File: config.mk
export PLATFORM = sky130hd
export DESIGN_NAME = mem_bus_arbiter_flat
export DESIGN_NICKNAME = d
export VERILOG_FILES = /design/src/rtl/mem_bus_arbiter_pkg.sv /design/src/rtl/mem_bus_arbiter_if.sv /design/src/rtl/mem_bus_watchdog.sv /design/src/rtl/mem_bus_arbiter.sv /design/src/flat_wrapper.sv
export SDC_FILE = /design/constraint.sdc
export NUM_CORES = 1
export LEC_CHECK = 0
export CAP_MARGIN = 40
export CORE_UTILIZATION = 37
export CTS_CLUSTER_DIAMETER = 120
export DETAILED_ROUTE_END_ITERATION = 6
export GPL_ROUTABILITY_DRIVEN = 0
export PLACE_DENSITY = 0.77
export SKIP_LAST_GASP = 1
export SYNTH_ARGS = -nofsm -noshare
export SYNTH_HDL_FRONTEND = slang
export SYNTH_SLANG_ARGS = --single-unit
File: constraint.sdc
create_clock -name clk -period 1.62 [get_ports clk]
set_input_delay 0.243 -clock clk [delete_from_list [all_inputs] [get_ports clk]]
set_output_delay 0.243 -clock clk [all_outputs]
set_load 0.05 [all_outputs]
File: src/rtl/mem_bus_arbiter_pkg.sv
// Shared definitions for the memory bus arbiter: FSM encodings, stall-vector
// bit positions and small helpers.
package mem_bus_arbiter_pkg;

    typedef enum logic [1:0] {
        ST_IDLE = 2'd0,
        ST_DBUS = 2'd1,
        ST_IBUS = 2'd2
    } arb_state_e;

    localparam int STALL_IF  = 1;
    localparam int STALL_MEM = 4;

    localparam logic [3:0] SEL_ALL = 4'hF;

    function automatic logic in_flight(input arb_state_e s);
        return (s == ST_DBUS) || (s == ST_IBUS);
    endfunction

endpackage

File: src/rtl/mem_bus_arbiter_if.sv
// External single-port memory bus: the arbiter drives it as master, the
// memory answers as slave.
interface mem_bus_arbiter_if #(
    parameter int AW = 32,
    parameter int DW = 32
);
    logic          req;
    logic          we;
    logic [3:0]    sel;
    logic [AW-1:0] addr;
    logic [DW-1:0] wdata;
    logic          ack;
    logic [DW-1:0] rdata;

    modport master (output req, we, sel, addr, wdata, input ack, rdata);
    modport slave  (input req, we, sel, addr, wdata, output ack, rdata);
endinterface

File: src/rtl/mem_bus_watchdog.sv
// Bus watchdog: counts cycles of an in-flight transfer without ack and flags
// a timeout on the cycle the count would reach TIMEOUT (TIMEOUT=0 disables).
module mem_bus_watchdog #(
    parameter int TIMEOUT = 255,
    parameter int TOW     = 8
) (
    input  logic clk,
    input  logic rst,
    input  logic start,
    input  logic active,
    input  logic ack,
    output logic timeout
);
    localparam bit            WD_EN   = (TIMEOUT > 0);
    localparam logic [TOW-1:0] CNT_LAST = TOW'(TIMEOUT - 1);

    logic [TOW-1:0] cnt_q;
    logic [TOW-1:0] cnt_d;

    // Next counter value: clear on transfer start, count while waiting.
    always_comb begin
        cnt_d = cnt_q;
        if (start) begin
            cnt_d = '0;
        end else if (active && !ack) begin
            cnt_d = cnt_q + TOW'(1);
        end else begin
            cnt_d = cnt_q;
        end
    end

    assign timeout = WD_EN && active && !ack && (cnt_q == CNT_LAST);

    // Counter register with synchronous active-low reset.
    always_ff @(posedge clk) begin
        if (!rst) begin
            cnt_q <= '0;
        end else begin
            cnt_q <= cnt_d;
        end
    end
endmodule

File: src/rtl/mem_bus_arbiter.sv
// Shares one memory bus between instruction fetch and data access (data has
// priority at idle decision points) and holds each result until its stage advances.
module mem_bus_arbiter
    import mem_bus_arbiter_pkg::*;
#(
    parameter int AW      = 32,
    parameter int DW      = 32,
    parameter int TIMEOUT = 255,
    parameter int TOW     = 8
) (
    input  logic              clk,
    input  logic              rst,
    input  logic [5:0]        stall_i,
    input  logic              if_req,
    input  logic [AW-1:0]     if_addr,
    output logic [DW-1:0]     if_inst,
    output logic              if_stall_req,
    input  logic              dm_req,
    input  logic              dm_we,
    input  logic [3:0]        dm_sel,
    input  logic [AW-1:0]     dm_addr,
    input  logic [DW-1:0]     dm_wdata,
    output logic [DW-1:0]     dm_rdata,
    output logic              dm_stall_req,
    mem_bus_arbiter_if.master bus,
    output logic              bus_err
);
    arb_state_e    state_q, state_d;
    logic          bus_req_q, bus_req_d;
    logic          bus_we_q, bus_we_d;
    logic [3:0]    bus_sel_q, bus_sel_d;
    logic [AW-1:0] bus_addr_q, bus_addr_d;
    logic [DW-1:0] bus_wdata_q, bus_wdata_d;
    logic [DW-1:0] if_inst_q, if_inst_d;
    logic [DW-1:0] dm_rdata_q, dm_rdata_d;
    logic          d_done_q, d_done_d;
    logic          i_done_q, i_done_d;
    logic          bus_err_q, bus_err_d;

    logic          busy_s;
    logic          wd_start_s;
    logic          wd_timeout_s;
    logic          cmpl_s;
    logic [DW-1:0] rdata_s;
    logic          unused_stall_s;

    assign unused_stall_s = ^{stall_i[5], stall_i[3:2], stall_i[0]};

    assign busy_s  = in_flight(state_q);
    assign cmpl_s  = busy_s && (bus.ack || wd_timeout_s);
    assign rdata_s = bus.ack ? bus.rdata : '0;

    mem_bus_watchdog #(
        .TIMEOUT (TIMEOUT),
        .TOW     (TOW)
    ) u_watchdog (
        .clk     (clk),
        .rst     (rst),
        .start   (wd_start_s),
        .active  (busy_s),
        .ack     (bus.ack),
        .timeout (wd_timeout_s)
    );

    // Next-state logic; done flags clear first so a same-cycle set wins.
    always_comb begin
        state_d     = state_q;
        bus_req_d   = bus_req_q;
        bus_we_d    = bus_we_q;
        bus_sel_d   = bus_sel_q;
        bus_addr_d  = bus_addr_q;
        bus_wdata_d = bus_wdata_q;
        if_inst_d   = if_inst_q;
        dm_rdata_d  = dm_rdata_q;
        d_done_d    = d_done_q;
        i_done_d    = i_done_q;
        wd_start_s  = 1'b0;

        if (!stall_i[STALL_MEM]) begin
            d_done_d = 1'b0;
        end else begin
            d_done_d = d_done_q;
        end
        if (!stall_i[STALL_IF]) begin
            i_done_d = 1'b0;
        end else begin
            i_done_d = i_done_q;
        end

        case (state_q)
            ST_IDLE: begin
                if (dm_req && !d_done_q) begin
                    state_d     = ST_DBUS;
                    bus_req_d   = 1'b1;
                    bus_we_d    = dm_we;
                    bus_sel_d   = dm_sel;
                    bus_addr_d  = dm_addr;
                    bus_wdata_d = dm_wdata;
                    wd_start_s  = 1'b1;
                end else if (if_req && !i_done_q) begin
                    state_d    = ST_IBUS;
                    bus_req_d  = 1'b1;
                    bus_we_d   = 1'b0;
                    bus_sel_d  = SEL_ALL;
                    bus_addr_d = if_addr;
                    wd_start_s = 1'b1;
                end else begin
                    state_d = ST_IDLE;
                end
            end
            ST_DBUS: begin
                if (cmpl_s) begin
                    state_d   = ST_IDLE;
                    bus_req_d = 1'b0;
                    d_done_d  = 1'b1;
                    if (!bus_we_q) begin
                        dm_rdata_d = rdata_s;
                    end else begin
                        dm_rdata_d = dm_rdata_q;
                    end
                end else begin
                    state_d = ST_DBUS;
                end
            end
            ST_IBUS: begin
                if (cmpl_s) begin
                    state_d   = ST_IDLE;
                    bus_req_d = 1'b0;
                    i_done_d  = 1'b1;
                    if_inst_d = rdata_s;
                end else begin
                    state_d = ST_IBUS;
                end
            end
            default: begin
                state_d   = ST_IDLE;
                bus_req_d = 1'b0;
            end
        endcase

        if (cmpl_s && !bus.ack) begin
            bus_err_d = 1'b1;
        end else begin
            bus_err_d = bus_err_q;
        end
    end

    // State and output registers with synchronous active-low reset.
    always_ff @(posedge clk) begin
        if (!rst) begin
            state_q     <= ST_IDLE;
            bus_req_q   <= 1'b0;
            bus_we_q    <= 1'b0;
            bus_sel_q   <= 4'h0;
            bus_addr_q  <= '0;
            bus_wdata_q <= '0;
            if_inst_q   <= '0;
            dm_rdata_q  <= '0;
            d_done_q    <= 1'b0;
            i_done_q    <= 1'b0;
            bus_err_q   <= 1'b0;
        end else begin
            state_q     <= state_d;
            bus_req_q   <= bus_req_d;
            bus_we_q    <= bus_we_d;
            bus_sel_q   <= bus_sel_d;
            bus_addr_q  <= bus_addr_d;
            bus_wdata_q <= bus_wdata_d;
            if_inst_q   <= if_inst_d;
            dm_rdata_q  <= dm_rdata_d;
            d_done_q    <= d_done_d;
            i_done_q    <= i_done_d;
            bus_err_q   <= bus_err_d;
        end
    end

    assign bus.req      = bus_req_q;
    assign bus.we       = bus_we_q;
    assign bus.sel      = bus_sel_q;
    assign bus.addr     = bus_addr_q;
    assign bus.wdata    = bus_wdata_q;
    assign if_inst      = if_inst_q;
    assign dm_rdata     = dm_rdata_q;
    assign bus_err      = bus_err_q;
    assign dm_stall_req = dm_req && !d_done_q;
    assign if_stall_req = if_req && !i_done_q;
endmodule

File: src/flat_wrapper.sv
// flat-port wrapper written by rule: the top's interface ports become plain ports
module mem_bus_arbiter_flat import mem_bus_arbiter_pkg::*;
#(
    parameter int AW      = 32,
    parameter int DW      = 32,
    parameter int TIMEOUT = 255,
    parameter int TOW     = 8
)
  (clk, rst, stall_i, if_req, if_addr, if_inst, if_stall_req, dm_req, dm_we, dm_sel, dm_addr, dm_wdata, dm_rdata, dm_stall_req, bus_err, bus_req, bus_we, bus_sel, bus_addr, bus_wdata, bus_ack, bus_rdata);
  mem_bus_arbiter_if #(.AW(AW), .DW(DW)) bus_i ();
  input  logic clk;
  input  logic rst;
  input  logic [5:0] stall_i;
  input  logic if_req;
  input  logic [AW-1:0] if_addr;
  output logic [DW-1:0] if_inst;
  output logic if_stall_req;
  input  logic dm_req;
  input  logic dm_we;
  input  logic [3:0] dm_sel;
  input  logic [AW-1:0] dm_addr;
  input  logic [DW-1:0] dm_wdata;
  output logic [DW-1:0] dm_rdata;
  output logic dm_stall_req;
  output logic bus_err;
  output wire logic [$bits(bus_i.req)-1:0] bus_req;
  output wire logic [$bits(bus_i.we)-1:0] bus_we;
  output wire logic [$bits(bus_i.sel)-1:0] bus_sel;
  output wire logic [$bits(bus_i.addr)-1:0] bus_addr;
  output wire logic [$bits(bus_i.wdata)-1:0] bus_wdata;
  input wire logic [$bits(bus_i.ack)-1:0] bus_ack;
  input wire logic [$bits(bus_i.rdata)-1:0] bus_rdata;
  assign bus_req = bus_i.req;
  assign bus_we = bus_i.we;
  assign bus_sel = bus_i.sel;
  assign bus_addr = bus_i.addr;
  assign bus_wdata = bus_i.wdata;
  assign bus_i.ack = bus_ack;
  assign bus_i.rdata = bus_rdata;
  mem_bus_arbiter #(.AW(AW), .DW(DW), .TIMEOUT(TIMEOUT), .TOW(TOW)) u_core (.clk(clk), .rst(rst), .stall_i(stall_i), .if_req(if_req), .if_addr(if_addr), .if_inst(if_inst), .if_stall_req(if_stall_req), .dm_req(dm_req), .dm_we(dm_we), .dm_sel(dm_sel), .dm_addr(dm_addr), .dm_wdata(dm_wdata), .dm_rdata(dm_rdata), .dm_stall_req(dm_stall_req), .bus(bus_i), .bus_err(bus_err));
endmodule
==> out/results.ini, run 1 <==
[run_status]
status = finished clean

[yosys]
synth_top_cell_by_area = dfxtp_1
yosys_warnings = 0
synthTopCellsByArea = dfxtp_1 52%, nand2_1 8.9%, a21oi_1 5.9%, a32o_1 5.6%, a311oi_2 5.3%
synth-seq-cells = 147
syn_area_um2 = 5710
ys_seq_area_frac = 0.516
synth_cell_type_count = 39
avgSynthCellArea_um2 = 8.94
synth_top_cell_area_share = 0.516
syn-num-nets = 788
synth_cells = 638

[setup_path]
critPathCapture = u_core.dm_rdata[23]
critical_path.slowest_cell = dfxtp_2
worstPathArrival_ns = 1.90
startpoint_type = register
cp_max_fo = 8
crit_path_start = u_core.state_q[1]
required_ns = 1.93
cpPeakStageDelay_ns = 0.33
crit_chain = inv_2, ha_4, nand3b_1, a22o_4, clkbuf_16, a32o_1
rrSetupSlack_ns = 0.03
r2r_end = u_core.dm_rdata[23]
rr_startpoint = u_core.state_q[1]
path_class = reg2reg
end_kind = register
reg2reg_depth = 6

[flow_run]
max_cap_viol_count = 0

[routing]
drt_wl_total_um = 17400
post_drt_wl_per_cell_um = 15.5
vias = 5689
first_iter_violations = 375
drc = 0
viasPerCell = 5.07
ant_nets = 0
drtPass1Iterations = 4

[sta]
finalMaxSlewViolations = 0
whs_ns = 0.369
timing.final.crit_share = 0.983
finalHoldViolCount = 0
rsz0062_at_grt = true
clock_skew_ns = 0.00864
relSlewSlack = 0.579
finalSetupTns_ns = 0
timing.fmax_mhz = 628
fin_crit_ns = 1.59
tightest_slew_ns = 0.631
setup_violations = 0

[clock_network]
clkSlewWorstSetupHoldPaths_ns = 0.06
htree_levels = 4
cts_tree = done
ctsRootBufferMaster = clkbuf_16
clock_path_buffers = 2
clock_sinks = 147
cts_made_buffers = 17
worstSkewPairLatency_ns = 0.42

[global_route]
grt_pass1_wl_um = 26600
grt_max_degree = 65
grt_pass1_vias = 5217
gr-usage-all-layers = 0.212
antenna_found_initial = 0
overflow = 0

[floorplan]
ios = 281
die_x_um = 126
row_count = 45
die_y_um = 126
start_util = 0.377
die-area_um2 = 15900
core_um2 = 15100

[place]
dp_hpwl_um = 11700
io_buffer_count = 276

[min_path]
hp-class = in2reg

[final_layout]
final_util = 0.617
drive_gt1_frac = 0.275
layout_common_cells = 165 x buf_4, 143 x dfxtp_1, 138 x clkdlybuf4s50_1
fin_nets = 1072
syn2layout_area_growth_pct = 63.8
final_common_cell = buf_4
antenna_cells = 0

[power_and_ir_drop]
pwr_density_cell_nw_per_um2 = 1160
ir_drop_mv = 0.733
total_power_mw = 10.8
power_leakage_nw = 3.80

==> worst min path at each step <==
stage                          from                    endpoint  slack, ns  cells after the start
2_1_floorplan          dm_wdata[10]        u_core.bus.wdata[10]       0.38                      2
3_3_place_gp   u_core.bus.wdata[20]        u_core.bus.wdata[20]       0.44                      2
3_5_place_dp   u_core.bus.wdata[15]        u_core.bus.wdata[15]       0.45                      2
4_1_cts                     bus_ack  u_core.u_watchdog.cnt_q[1]       0.33                      5
5_1_grt                dm_wdata[20]        u_core.bus.wdata[20]       0.36                      3
6_report               dm_wdata[24]        u_core.bus.wdata[24]       0.37                      3
==> state kept, by name, indices dropped and copies added (netlist names) <==
| signal | count |
|---|---|
| u_core.bus_err | 1 |
| u_core.bus.addr | 32 |
| u_core.state_q | 2 |
| u_core.bus.sel | 4 |
| u_core.d_done_q | 1 |
| u_core.i_done_q | 1 |
| u_core.u_watchdog.cnt_q | 8 |
| u_core.if_inst | 32 |
| u_core.bus.wdata | 32 |
| u_core.bus.req | 1 |
| u_core.dm_rdata | 32 |
| u_core.bus.we | 1 |
==> per-layer routing <==
metal | up-vias | part of all wire | global-route usage
met5 | - | 0 | 0
met2 | 220 | 0.49 | 0.350
met1 | 2616 | 0.41 | 0.254
li1 | 2820 | - | -
met4 | 0 | 0.025 | 0.0950
met3 | 33 | 0.073 | 0.0658
==> synth_stat cells, drive strengths merged <==
| cell type | n |
|---|---|
| o21a | 1 |
| xnor2 | 4 |
| a32o | 32 |
| o2bb2ai | 1 |
| xor2 | 3 |
| dfxtp | 147 |
| nand2b | 2 |
| nor4 | 1 |
| o31ai | 1 |
| a22o | 1 |
| buf | 21 |
| a311oi | 32 |
| nor2b | 2 |
| a21oi | 68 |
| nor2 | 45 |
| nand3 | 37 |
| nor3 | 1 |
| a22oi | 1 |
| inv | 7 |
| nand4 | 2 |
| a211oi | 2 |
| nand3b | 2 |
| o221a | 4 |
| and3 | 2 |
| a31oi | 1 |
| and4 | 1 |
| and2 | 2 |
| o21ai | 36 |
| nand2 | 136 |
| ha | 6 |
| clkbuf | 37 |
==> cell type report <==
cell class / instances / area (µm²)
repair buffers: 323 / 3010
flip-flops and latches: 147 / 2950
fillers: 1306 / 5800
clock inverters: 10 / 158
clock buffers: 20 / 447
well taps: 188 / 235
inverters: 7 / 27.5
multi-input cells: 426 / 2520
==> cell families (layout without fill, tap and decap cells) <==
kind of cell               Yosys count  in the layout  synth area share
AOI/OAI and AO/OA                  180            180             0.239
xor gates and xnor gates             7              7            0.0107
adders and majority gates            6              6            0.0132
buffers and inverters               65            360            0.0524
DFF                                147            147             0.516
and+or+nand+nor                    233            233             0.169
==> through the flow <==
step                cells  instance area [µm²]  setup slack [ns]
floorplan             638                 5710            0.0106
CTS                  1115                 9210            0.0141
global placement     1084                 8580           -0.0352
global route         1121                 9350           -0.0327
finish               1121                 9350            0.0278
detailed placement   1084                 8580           -0.0660
==> power by group <==
| part | leakage [nW] | switching, mW | internal (mW) | total [mW] |
|---|---|---|---|---|
| clock network | 0.300 | 1.47 | 2.59 | 4.06 |
| logic | 2.30 | 1.65 | 1.11 | 2.76 |
| registers | 1.20 | 0.129 | 3.87 | 4.00 |
==> what timing repair did <==
action	4_1_cts	5_1_grt
hold buffers	0	0
pin swaps	0	5
endpoints found under the setup margin	33	59
setup buffers	1	2
cloned	0	4
gates resized for setup	1	15
==> critical path: cells and delay by family (launching register included) <==
family                     cells  cell delay [ns]
AOI/OAI and AO/OA              2             0.52
DFF                            1             0.33
adders and majority gates      1             0.28
and+or+nand+nor                1             0.12
buffers and inverters          2             0.23
Note: power is estimated with default switching activity, not from simulation.
==> run 2: changes to the inputs <==
--- a/config.mk
+++ b/config.mk
@@ -5,6 +5,7 @@
 export SDC_FILE = /design/constraint.sdc
 export NUM_CORES = 1
 export LEC_CHECK = 0
+export ABC_CLOCK_PERIOD_IN_PS = 1620
 export CAP_MARGIN = 40
 export CORE_UTILIZATION = 37
 export CTS_CLUSTER_DIAMETER = 120
==> results of run 2 <==
Same layout as run 1: the final DEF is identical, and so are final timing and power.
==> run 3: changes to the inputs <==
--- a/config.mk
+++ b/config.mk
@@ -7,6 +7,7 @@
 export LEC_CHECK = 0
 export ABC_CLOCK_PERIOD_IN_PS = 1620
 export CAP_MARGIN = 40
+export CORE_MARGIN = 4
 export CORE_UTILIZATION = 37
 export CTS_CLUSTER_DIAMETER = 120
 export DETAILED_ROUTE_END_ITERATION = 6
==> run 3 against run 2 <==
Combinational power down 1%. Clock skew is 0.00060 ns lower. Routed wire length grew 3.8%. Largest power group is now sequential cells. Highest routed layer unchanged. Final cell count fell by 0.36%. Critical path type unchanged. Sequential power hardly changed.
==> out/results.ini, run 3 (synthesis results as in run 1) <==
[run_status]
status = finished clean

[min_path]
hp-class = in2reg

[power_and_ir_drop]
seqPwrFrac = 0.374
p_sw_frac = 0.314
power_leakage_nw = 3.74
pwr_density_cell_nw_per_um2 = 1160
pwr-share-comb = 0.255
p_int_mw = 7.32
power.share.clock = 0.371
switching_power_mw = 3.35
ir_drop_mv = 0.655

[routing]
post_drt_wl_per_cell_um = 16.2
ant_nets = 0
viasPerCell = 5.05
vias = 5639
drt_wl_total_um = 18100
first_iter_violations = 404
drtPass1Iterations = 5
drc = 0

[clock_network]
clock_path_buffers = 2
clock_sinks = 147
htree_levels = 4
ctsRootBufferMaster = clkbuf_16
cts_tree = done
postCtsHoldBufs = 0
worstSkewPairLatency_ns = 0.41
cts_made_buffers = 17
clkSlewWorstSetupHoldPaths_ns = 0.06

[setup_path]
path_class = reg2reg
end_kind = register
crit_path_start = u_core.u_watchdog.cnt_q[0]
worstPathArrival_ns = 1.88
cp_max_fo = 16
required_ns = 1.92
rrSetupSlack_ns = 0.03
startpoint_type = register
r2r_end = u_core.dm_rdata[1]
critPathCapture = u_core.dm_rdata[1]
rr_startpoint = u_core.u_watchdog.cnt_q[0]
reg2reg_depth = 7

[floorplan]
die_x_um = 132
core_um2 = 15100
die_y_um = 132
row_count = 45
start_util = 0.377
die-area_um2 = 17500
ios = 281

[global_route]
use_met1 = 0.221
grt_pass1_wl_um = 27600
busiest_layer = met2
overflow = 0
antenna_found_initial = 0
met3_usage = 0.0691
grt_pass1_vias = 5324
met2_usage = 0.344
grt_max_degree = 65
gr-usage-all-layers = 0.195

[place]
dp_cells = 1081
dp_hpwl_um = 12600
place_ws_ns = -0.107
io_buffer_count = 276
placed_area_um2 = 8550

[flow_run]
max_cap_viol_count = 0

[sta]
fin_crit_ns = 1.59
timing.final.crit_share = 0.981
fin_ws_ns = 0.0311
timing.fmax_mhz = 629
tightest_slew_ns = 0.440
clock_skew_ns = 0.00804
whs_ns = 0.381
finalMaxSlewViolations = 0
finalHoldViolCount = 0
relSlewSlack = 0.707
setup_violations = 0

[final_layout]
antenna_cells = 0
layout.cells.non_filler = 1117
syn2layout_area_growth_pct = 61.8
drive_gt1_frac = 0.268
design_area_um2 = 9230
fin_nets = 1066
final_common_cell = buf_4
layout_common_cells = 162 x buf_4, 145 x dfxtp_1, 138 x clkdlybuf4s50_1
final_util = 0.610

-- run 3: worst max-delay path, stage by stage, from the launching register on --
cell and delay (ns):
dfxtp_1 0.31, inv_1 0.06, ha_1 0.15, and3_4 0.21, nand3_1 0.10, a22o_4 0.26
clkbuf_16 0.19, a32o_1 0.20
-- run 3: power by group through the flow --
| stage | Combinational (mW) | Clock (mW) | Sequential (mW) |
|---|---|---|---|
| 2_1_floorplan | 0.791 | 0 | 4.88 |
| 3_3_place_gp | 2.66 | 0 | 4.06 |
| 3_5_place_dp | 2.69 | 0 | 4.07 |
| 4_1_cts | 2.71 | 4.03 | 3.99 |
| 5_1_grt | 2.87 | 4.19 | 4.02 |
| 6_report | 2.72 | 3.95 | 3.99 |
-- run 3: layout make-up --
cell class                 instances  area (µm²)
fill                            1336        5910
timing repair buffer             317        2920
inverter                           7        27.5
tap                              188         235
sequential                       147        2950
multi-input combinational        426        2500
clock inverter                    13         149
clock buffer                      19         453
-- run 3: what timing repair did --
action	in CTS	in global routing
cloned	0	1
buffers inserted	0	3
setup endpoints to repair	34	45
resized for setup	3	9
pin swaps	0	2
-- run 3: how the worst min path moves through the flow --
stage               depth (start not counted)            startpoint                    to
floorplan                                   2          dm_wdata[10]  u_core.bus.wdata[10]
global route                                3          dm_wdata[25]  u_core.bus.wdata[25]
detailed placement                          2   u_core.bus.wdata[0]   u_core.bus.wdata[0]
CTS                                         3          dm_wdata[26]  u_core.bus.wdata[26]
global placement                            2  u_core.bus.wdata[12]  u_core.bus.wdata[12]
finish                                      3          dm_wdata[26]  u_core.bus.wdata[26]
-- run 3: through the flow --
step	power, mW	setup TNS (ns)
after global routing	11.1	-0.325
after floorplan	5.67	0
final	10.7	0
after global placement	6.72	-1.36
after detailed placement	6.76	-2.46
after CTS	10.7	0
-- run 3: layer usage --
| metal | vias up | share of wire |
|---|---|---|
| li1 | 2817 | - |
| met1 | 2621 | 0.39 |
| met2 | 189 | 0.52 |
| met3 | 12 | 0.073 |
| met4 | 0 | 0.011 |
| met5 | - | 0 |
